===== config.mk =====
export PLATFORM = sky130hd
export DESIGN_NAME = beat_note_recorder
export DESIGN_NICKNAME = d
export VERILOG_FILES = /design/src/rtl/beat_note_recorder.sv
export SDC_FILE = /design/constraint.sdc
export NUM_CORES = 1
export LEC_CHECK = 0
export ABC_AREA = 1
export ABC_CLOCK_PERIOD_IN_PS = 1900
export CAP_MARGIN = 20
export CELL_PAD_IN_SITES_DETAIL_PLACEMENT = 1
export CELL_PAD_IN_SITES_GLOBAL_PLACEMENT = 1
export CORE_UTILIZATION = 48
export CTS_BUF_LIST = sky130_fd_sc_hd__clkbuf_4
export DETAILED_ROUTE_END_ITERATION = 7
export PLACE_DENSITY_LB_ADDON = 0.1
export SLEW_MARGIN = 30
export SYNTH_ARGS = -nofsm -noshare
export SYNTH_HDL_FRONTEND = slang
export SYNTH_SLANG_ARGS = --single-unit

===== constraint.sdc =====
create_clock -name clk -period 1.9 [get_ports clk]
set_input_delay 0.38 -clock clk [delete_from_list [all_inputs] [get_ports clk]]
set_output_delay 0.38 -clock clk [all_outputs]
set_load 0.02 [all_outputs]

===== src/rtl/beat_note_recorder.sv =====
`default_nettype none
// ============================================================================
// Module      : beat_note_recorder
// Description : Captures the player's note switches once per beat into a
//               2**ADDR_W-word note memory. Switch activity is OR-accumulated
//               while record_high is asserted and committed on each beat.
//               Provides a registered read port for the playback stage and
//               recording / full / length / wr_addr status.
//
// Ports       : clk         - system clock
//               resetn      - asynchronous active-low reset
//               start       - pulse: (re)start recording, clears position
//               stop        - pulse: end recording
//               beat        - pulse: commit accumulated notes to memory
//               record_high - sampling window for note accumulation
//               notes       - live note switches (DATA_W bits)
//               rd_addr     - playback read address
//               rd_data     - registered read data (1-cycle latency)
//               recording   - high while in REC
//               full        - high when length == 2**ADDR_W
//               length      - words written since start (0..2**ADDR_W)
//               wr_addr     - next write slot
//
// Options     : BEAT_REC_LOOP_EN - when defined, recording continues past a
//               full memory, overwriting the oldest words; length saturates.
//
// Revision    : 1.0 - initial release
// ============================================================================
module beat_note_recorder #(
    parameter int ADDR_W = 6,
    parameter int DATA_W = 10
) (
    input  logic              clk,
    input  logic              resetn,
    input  logic              start,
    input  logic              stop,
    input  logic              beat,
    input  logic              record_high,
    input  logic [DATA_W-1:0] notes,
    input  logic [ADDR_W-1:0] rd_addr,
    output logic [DATA_W-1:0] rd_data,
    output logic              recording,
    output logic              full,
    output logic [ADDR_W:0]   length,
    output logic [ADDR_W-1:0] wr_addr
);

    localparam int              c_DEPTH_I = 1 << ADDR_W;
    localparam logic [ADDR_W:0] c_DEPTH   = c_DEPTH_I[ADDR_W:0];
    localparam logic [ADDR_W:0] c_LAST    = c_DEPTH - (ADDR_W+1)'(1);

    typedef enum logic [1:0] {
        S_IDLE = 2'd0,
        S_REC  = 2'd1,
        S_DONE = 2'd2
    } state_t;

    state_t            r_state;
    state_t            w_state_nxt;
    logic [ADDR_W-1:0] r_wr_addr;
    logic [ADDR_W:0]   r_length;
    logic [DATA_W-1:0] r_acc;
    logic [DATA_W-1:0] r_rd_data;
    logic [DATA_W-1:0] r_mem [0:c_DEPTH_I-1];

    logic              w_in_rec;
    logic              w_wr_en;
    logic [DATA_W-1:0] w_wr_data;

    assign w_in_rec = (r_state == S_REC);
    // start wins over beat: a start cycle never writes memory.
    assign w_wr_en   = w_in_rec & beat & ~start;
    // Notes present on the beat cycle itself still count if inside the window.
    assign w_wr_data = r_acc | (record_high ? notes : '0);

    // ------------------------------------------------------------------------
    // State register
    // ------------------------------------------------------------------------
    always_ff @(posedge clk or negedge resetn) begin
        if (!resetn) begin
            r_state <= S_IDLE;
        end else begin
            r_state <= w_state_nxt;
        end
    end

    // ------------------------------------------------------------------------
    // Next-state logic
    // ------------------------------------------------------------------------
    always_comb begin
        w_state_nxt = r_state;
        case (r_state)
            S_IDLE: begin
                if (start) w_state_nxt = S_REC;
            end
            S_REC: begin
                if (start) begin
                    w_state_nxt = S_REC;
                end else if (stop) begin
                    w_state_nxt = S_DONE;
                end
`ifdef BEAT_REC_LOOP_EN
                // Looping mode: a full memory keeps recording over old words.
`else
                else if (beat && (r_length == c_LAST)) begin
                    w_state_nxt = S_DONE;
                end
`endif
            end
            S_DONE: begin
                if (start) w_state_nxt = S_REC;
            end
            default: w_state_nxt = S_IDLE;
        endcase
    end

    // ------------------------------------------------------------------------
    // Write pointer, length and note accumulator
    // ------------------------------------------------------------------------
    always_ff @(posedge clk or negedge resetn) begin
        if (!resetn) begin
            r_wr_addr <= '0;
            r_length  <= '0;
            r_acc     <= '0;
        end else if (start) begin
            r_wr_addr <= '0;
            r_length  <= '0;
            r_acc     <= '0;
        end else if (w_in_rec) begin
            if (beat) begin
                r_wr_addr <= r_wr_addr + ADDR_W'(1);
`ifdef BEAT_REC_LOOP_EN
                if (r_length != c_DEPTH) begin
                    r_length <= r_length + (ADDR_W+1)'(1);
                end
`else
                r_length <= r_length + (ADDR_W+1)'(1);
`endif
                r_acc <= '0;
            end else if (record_high) begin
                r_acc <= r_acc | notes;
            end
        end
    end

    // ------------------------------------------------------------------------
    // Note memory: contents survive reset, so no reset on the array.
    // ------------------------------------------------------------------------
    always_ff @(posedge clk) begin
        if (w_wr_en) begin
            r_mem[r_wr_addr] <= w_wr_data;
        end
    end

    // Read samples the array before this edge's write lands (read-before-write).
    always_ff @(posedge clk or negedge resetn) begin
        if (!resetn) begin
            r_rd_data <= '0;
        end else begin
            r_rd_data <= r_mem[rd_addr];
        end
    end

    assign rd_data   = r_rd_data;
    assign recording = w_in_rec;
    assign full      = (r_length == c_DEPTH);
    assign length    = r_length;
    assign wr_addr   = r_wr_addr;

endmodule
`default_nettype wire


# == Word level (Yosys, flattened, before mapping) ==
# Memories as Yosys holds them, arrays and structs flattened. A register that Yosys moved wholly into a read port is not among the register bits.
# Index checks and enable logic that the tools add are counted.
# totals
elab_cells,46
n_memories,1
mem_bits_rw,640
reg_bits,25
out_inout_bits,25
inputBits,22
# mem_list
memory,words,width,rd,rd_ports_with_merged_regs,write_ports,line_no,text
r_mem,64,10,1,1,1,64,logic [DATA_W-1:0] r_mem [0:c_DEPTH_I-1];
# classes
reduce_logical,10
bitwise_logic,5
mux,18
addsub,2
eq_ne,6
# ops
operator,count
$mux 10,5
$mux 7,3
$or 10x10->10,2
$mux 6,3
$mux 2,4
$add 7x1->7 const B,1
$eq 7x6->1 const B,1
$eq 7x7->1 const B,1
$add 6x1->6 const B,1
$reduce_and 2->1,3
$ne 4x3->1 const B,1
$pmux 2 s2,1
$reduce_bool 2->1,2
$reduce_bool 3->1,1
$and 1x1->1,2
$eq 2x1->1 const B,1
$eq 2x2->1 const B,1
$logic_not 2->1,1
$mux 1,2
$ne 2x1->1 const B,1
$reduce_or 2->1,1
$logic_and 1x1->1,1
$logic_not 1->1,1
$not 1->1,1

# == Logic depth before layout (Yosys ltp) ==
# logic_depth
depth_word,6
ltp_mapped,12
mapped_depth_nobuf,9

# == Least setup slack after synthesis ==
# OpenSTA, ideal clock, no wires.
# synth_path
path_type,register to register
from,register r_state[1]
to,memory r_mem[10][0] (enable)
setup_slack_ns,-0.072
synth_period_minus_slack_ns,1.972
setup_time_ns,0.376
path_stages_with_launch,8
path_buffers,0
arrival_ns,1.596
required_ns,1.524
cell_sequence,dfrtp_1 -> inv_2 -> nand2_1 -> nor2_2 -> nand2_2 -> nor2_2 -> nand3_1 -> nor2_1
# synth_via
elab_chain_len,5
# synth_rtl
item,line_no,text
"start, declared",58,state_t r_state;
"start signal, assigned",83,r_state <= w_state_nxt;
$eq 2x1->1,70,assign w_in_rec = (r_state == S_REC);
$and 1x1->1 (2 in a row),72,assign w_wr_en = w_in_rec & beat & ~start;
$mux 1,150,if (w_wr_en) begin
$mux 1 (implied by the code),151,r_mem[r_wr_addr] <= w_wr_data;
"end, declared",64,
# Every way passes these cells.

# == Worst setup path after layout ==
# layout_path
from,"register r_length[1], in the netlist length[1]"
to,output port full
# layout_via
elab_chain_len,1
# layout_rtl
item,line_no,text
"start, declared",61,logic [ADDR_W:0] r_length;
"start signal, assigned",137,r_length <= r_length + (ADDR_W+1)'(1);
$eq 7x7->1,166,assign full = (r_length == c_DEPTH);
"end, declared",43,"output logic full,"
# Every way passes these cells.

==> impl_metrics.tcl <==
set metrics [dict create \
    drtIter0Drc 2213 \
    antenna_left 0 \
    status "complete, but fails checks" \
    hp-class "primary input to register" \
    ys_warn_count 0 \
    die_w_um 242 \
    slew_headroom 0.618 \
    avgSynthCellArea_um2 11.7 \
    hold_viol_final 0 \
    place.gp.congestion 0.950 \
    path_class "register to primary output" \
    drt_pass1_iterations 6 \
    synth_cell_types 32 \
    drive_above_1_share 0.244 \
    fin_crit_ps 2460 \
    utilization 0.610 \
    clock_skew_ps 44.8 \
    dieArea_um2 58600 \
    rows 87 \
    cts-buffers-inserted 171 \
    cp.buffers_inverters 2 \
    slew_viol_final 0 \
    cts_tree "built" \
    coreArea_um2 56700 \
    synth_edf_count 640 \
    path_clk_slew_ps 60 \
    clk_path_buf_depth 3 \
    power_w 0.0316 \
    vdd_drop_max_uv 541 \
    cp.required_ps 1520 \
    grt_first_pass_wirelength_um 131000 \
    remaining_drc_errors 0 \
    vias_per_cell 5.70 \
    maxCapViolations 0 \
    grt_usage 0.305 \
    slowest_delay_ps 400 \
    worst_slew_pin_slew_ps 573 \
    synth_ff_type "edfxtp_1" \
    cellPowerDensity_nw_per_um2 913 \
    htreeDepth 4 \
    synth.area.top_cells "edfxtp_1 (69%), nand2_1 (11%), nand3_1 (10%)" \
    die_y_um 242 \
    fillCellCount 5754 \
    antenna_found_initial 1 \
    drt-wirelength-per-cell_um 25.3 \
    clk-insertion-delay-late_ps 1040 \
    cp_max_fo 2 \
    final-setup-viol-count 665 \
    synthArstFlopShare 0.0519 \
    ys_seq_area_frac 0.726 \
    start_util 0.488 \
    fmaxAchievable_mhz 406 \
    synth_top_area_frac 0.695 \
    slowest_stage "dfrtp_1" \
    finalCritPeriodShare 1.30 \
    pin_count 47 \
    cp_top_family "flip-flops" \
    ys_ff_latch 675 \
    endpoint_kind "primary output" \
    violations "negative setup slack" \
    synthCells 2364 \
    num-nets-final 2766 \
    grt_max_degree 75 \
    syn-cell-area_um2 27700 \
    arrival_ps 2080 \
    rsz0062_at_grt "true" \
    fin_setup_tns_ps -125550 \
    totalWireLength_um 91500 \
    crit_chain "inv_2 -> ha_4 -> nand4_1 -> nor3_2 -> buf_4" \
    synth_largest_area_cell "edfxtp_1" \
    setup_ws_ps -561 \
    root_buffer "clkbuf_4" \
    vias 20638 \
    syn-num-nets 2389 \
    grt-ovfl-total 0 \
    place_hpwl_um 55400 \
    fin_area_um2 34600 \
    p_leak_nw 13.2 \
    cp-start-kind "register" \
    cts.sinks 675 \
    post_dp_cell_area_um2 30400 \
    numPortBuffers 46 \
    syn_to_final_growth_pct 25.0 \
    grt_pass1_vias 21371 \
]
==> sequential cells by signal, summed over array words and instances (netlist names) <==
name,count
r_mem,640
r_acc,10
rd_data,10
length,7
wr_addr,6
r_state,2
==> synth_stat cells, drive strengths merged (2+ instances only) <==
| cell | n |
|---|---|
| nand2 | 829 |
| edfxtp | 640 |
| nand3 | 557 |
| buf | 106 |
| nor2 | 84 |
| clkbuf | 36 |
| dfrtp | 35 |
| inv | 24 |
| o21ai | 19 |
| a21o | 10 |
| o22ai | 5 |
| ha | 3 |
| nand4 | 3 |
| clkinv | 2 |
| nand3b | 2 |
| nor3 | 2 |
| xnor2 | 2 |
==> layout make-up <==
type	instances	area, um2	area share
Clock inverter	37	170	0.00492
Inverter	26	110	0.00318
Tap cell	756	946	0.0273
Timing Repair Buffer	346	4130	0.119
Antenna cell	2	5.00	0.000145
Clock buffer	260	1950	0.0564
Sequential cell	675	20100	0.581
Multi-Input combinational cell	1521	7180	0.208
==> path summary, 6_finish.rpt <==
| check | cells after the start | to | slack, ps | startpoint |
|---|---|---|---|---|
| min in group asynchronous | 4 | r_acc[7] | 510 | resetn |
| min reg2reg | 2 | r_acc[8] | 550 | r_acc[8] |
| max in group asynchronous | 4 | rd_data[2] | 920 | resetn |
| max reg2reg | 13 | r_mem[55][8] | -370 | r_state[1] |
| min | 2 | r_mem[29][7] | 180 | notes[7] |
| max | 5 | full | -560 | length[1] |
==> report_power, final <==
part	switching (W)	leakage, nW	internal (W)
clock	0.00595	1.29	0.00633
sequential	0.0000520	6.28	0.0165
combinational	0.00193	5.63	0.000885
total	0.00793	13.2	0.0237
==> logic make-up (layout without fill, tap and decap cells) <==
kind of cell | Yosys count | after routing | share of synthesized area
other | 0 | 2 | 0
AO/OA/AOI/OAI | 37 | 37 | 0.00805
flip-flops | 675 | 675 | 0.726
XOR/XNOR | 3 | 3 | 0.000950
AND/OR/NAND/NOR | 1478 | 1478 | 0.227
buffers and inverters | 168 | 669 | 0.0366
adder cells (fa/ha/maj) | 3 | 3 | 0.00136
==> repair_timing <==
item	4_1_cts	5_1_grt
gates resized for setup	354	200
setup endpoints to repair	409	665
buffers inserted	27	16
hold endpoints to repair	37	0
pin swaps	8	8
hold buffers	4	0
cloned	25	29
==> layer usage <==
metal,track usage,vias to the layer above,routed length (um)
met2,0.479,929,43500
met5,0,-,0
met1,0.419,10408,38200
met4,0.109,0,2450
li1,-,9148,-
met3,0.0701,153,7340
==> worst register-to-register path, stage by stage, from the launching register on <==
cell and delay [ps]:
dfrtp_1 410, inv_2 80, nand2_2 70, buf_6 120, nor2_4 110, nand2_4 90, buf_12 140, nor2_4 160
buf_6 120, buf_6 90, nand3_4 120, buf_12 190, nor2_4 130, buf_6 140
==> cells in the final DEF, fill, tap and decap left out, types with 3 or more instances in the layout <==
cell             Yosys  routed
clkinv_2             0       4
nor2_4               0      67
nand2_4              0       3
nor2_1              81      17
nand3_1            557     550
dfrtp_1             35      28
dfrtp_2              0       7
a21o_2               0      10
dlygate4sd3_1        0       4
edfxtp_1           640     640
clkbuf_4             0     260
buf_8                1       4
o21ai_0             19      18
inv_1               20      17
buf_12               1      68
inv_2                2       9
buf_4                1      90
nand3_4              0       5
nand4_1              3       3
clkinv_1             2      29
buf_6               36     161
clkdlybuf4s50_1      0      17
o22ai_1              5       5
nand2_1            828     825
==> stage by stage <==
| step | hold slack, ps | cells | setup slack [ps] |
|---|---|---|---|
| global placement | 472 | 3229 | -295 |
| global route | 133 | 3622 | -675 |
| floorplan | 84.4 | 2364 | -71.9 |
| CTS | 69.0 | 3579 | -656 |
| detailed placement | 480 | 3229 | -410 |
| finish | 175 | 3623 | -561 |
No activity file was read; power rests on OpenSTA's default activity.
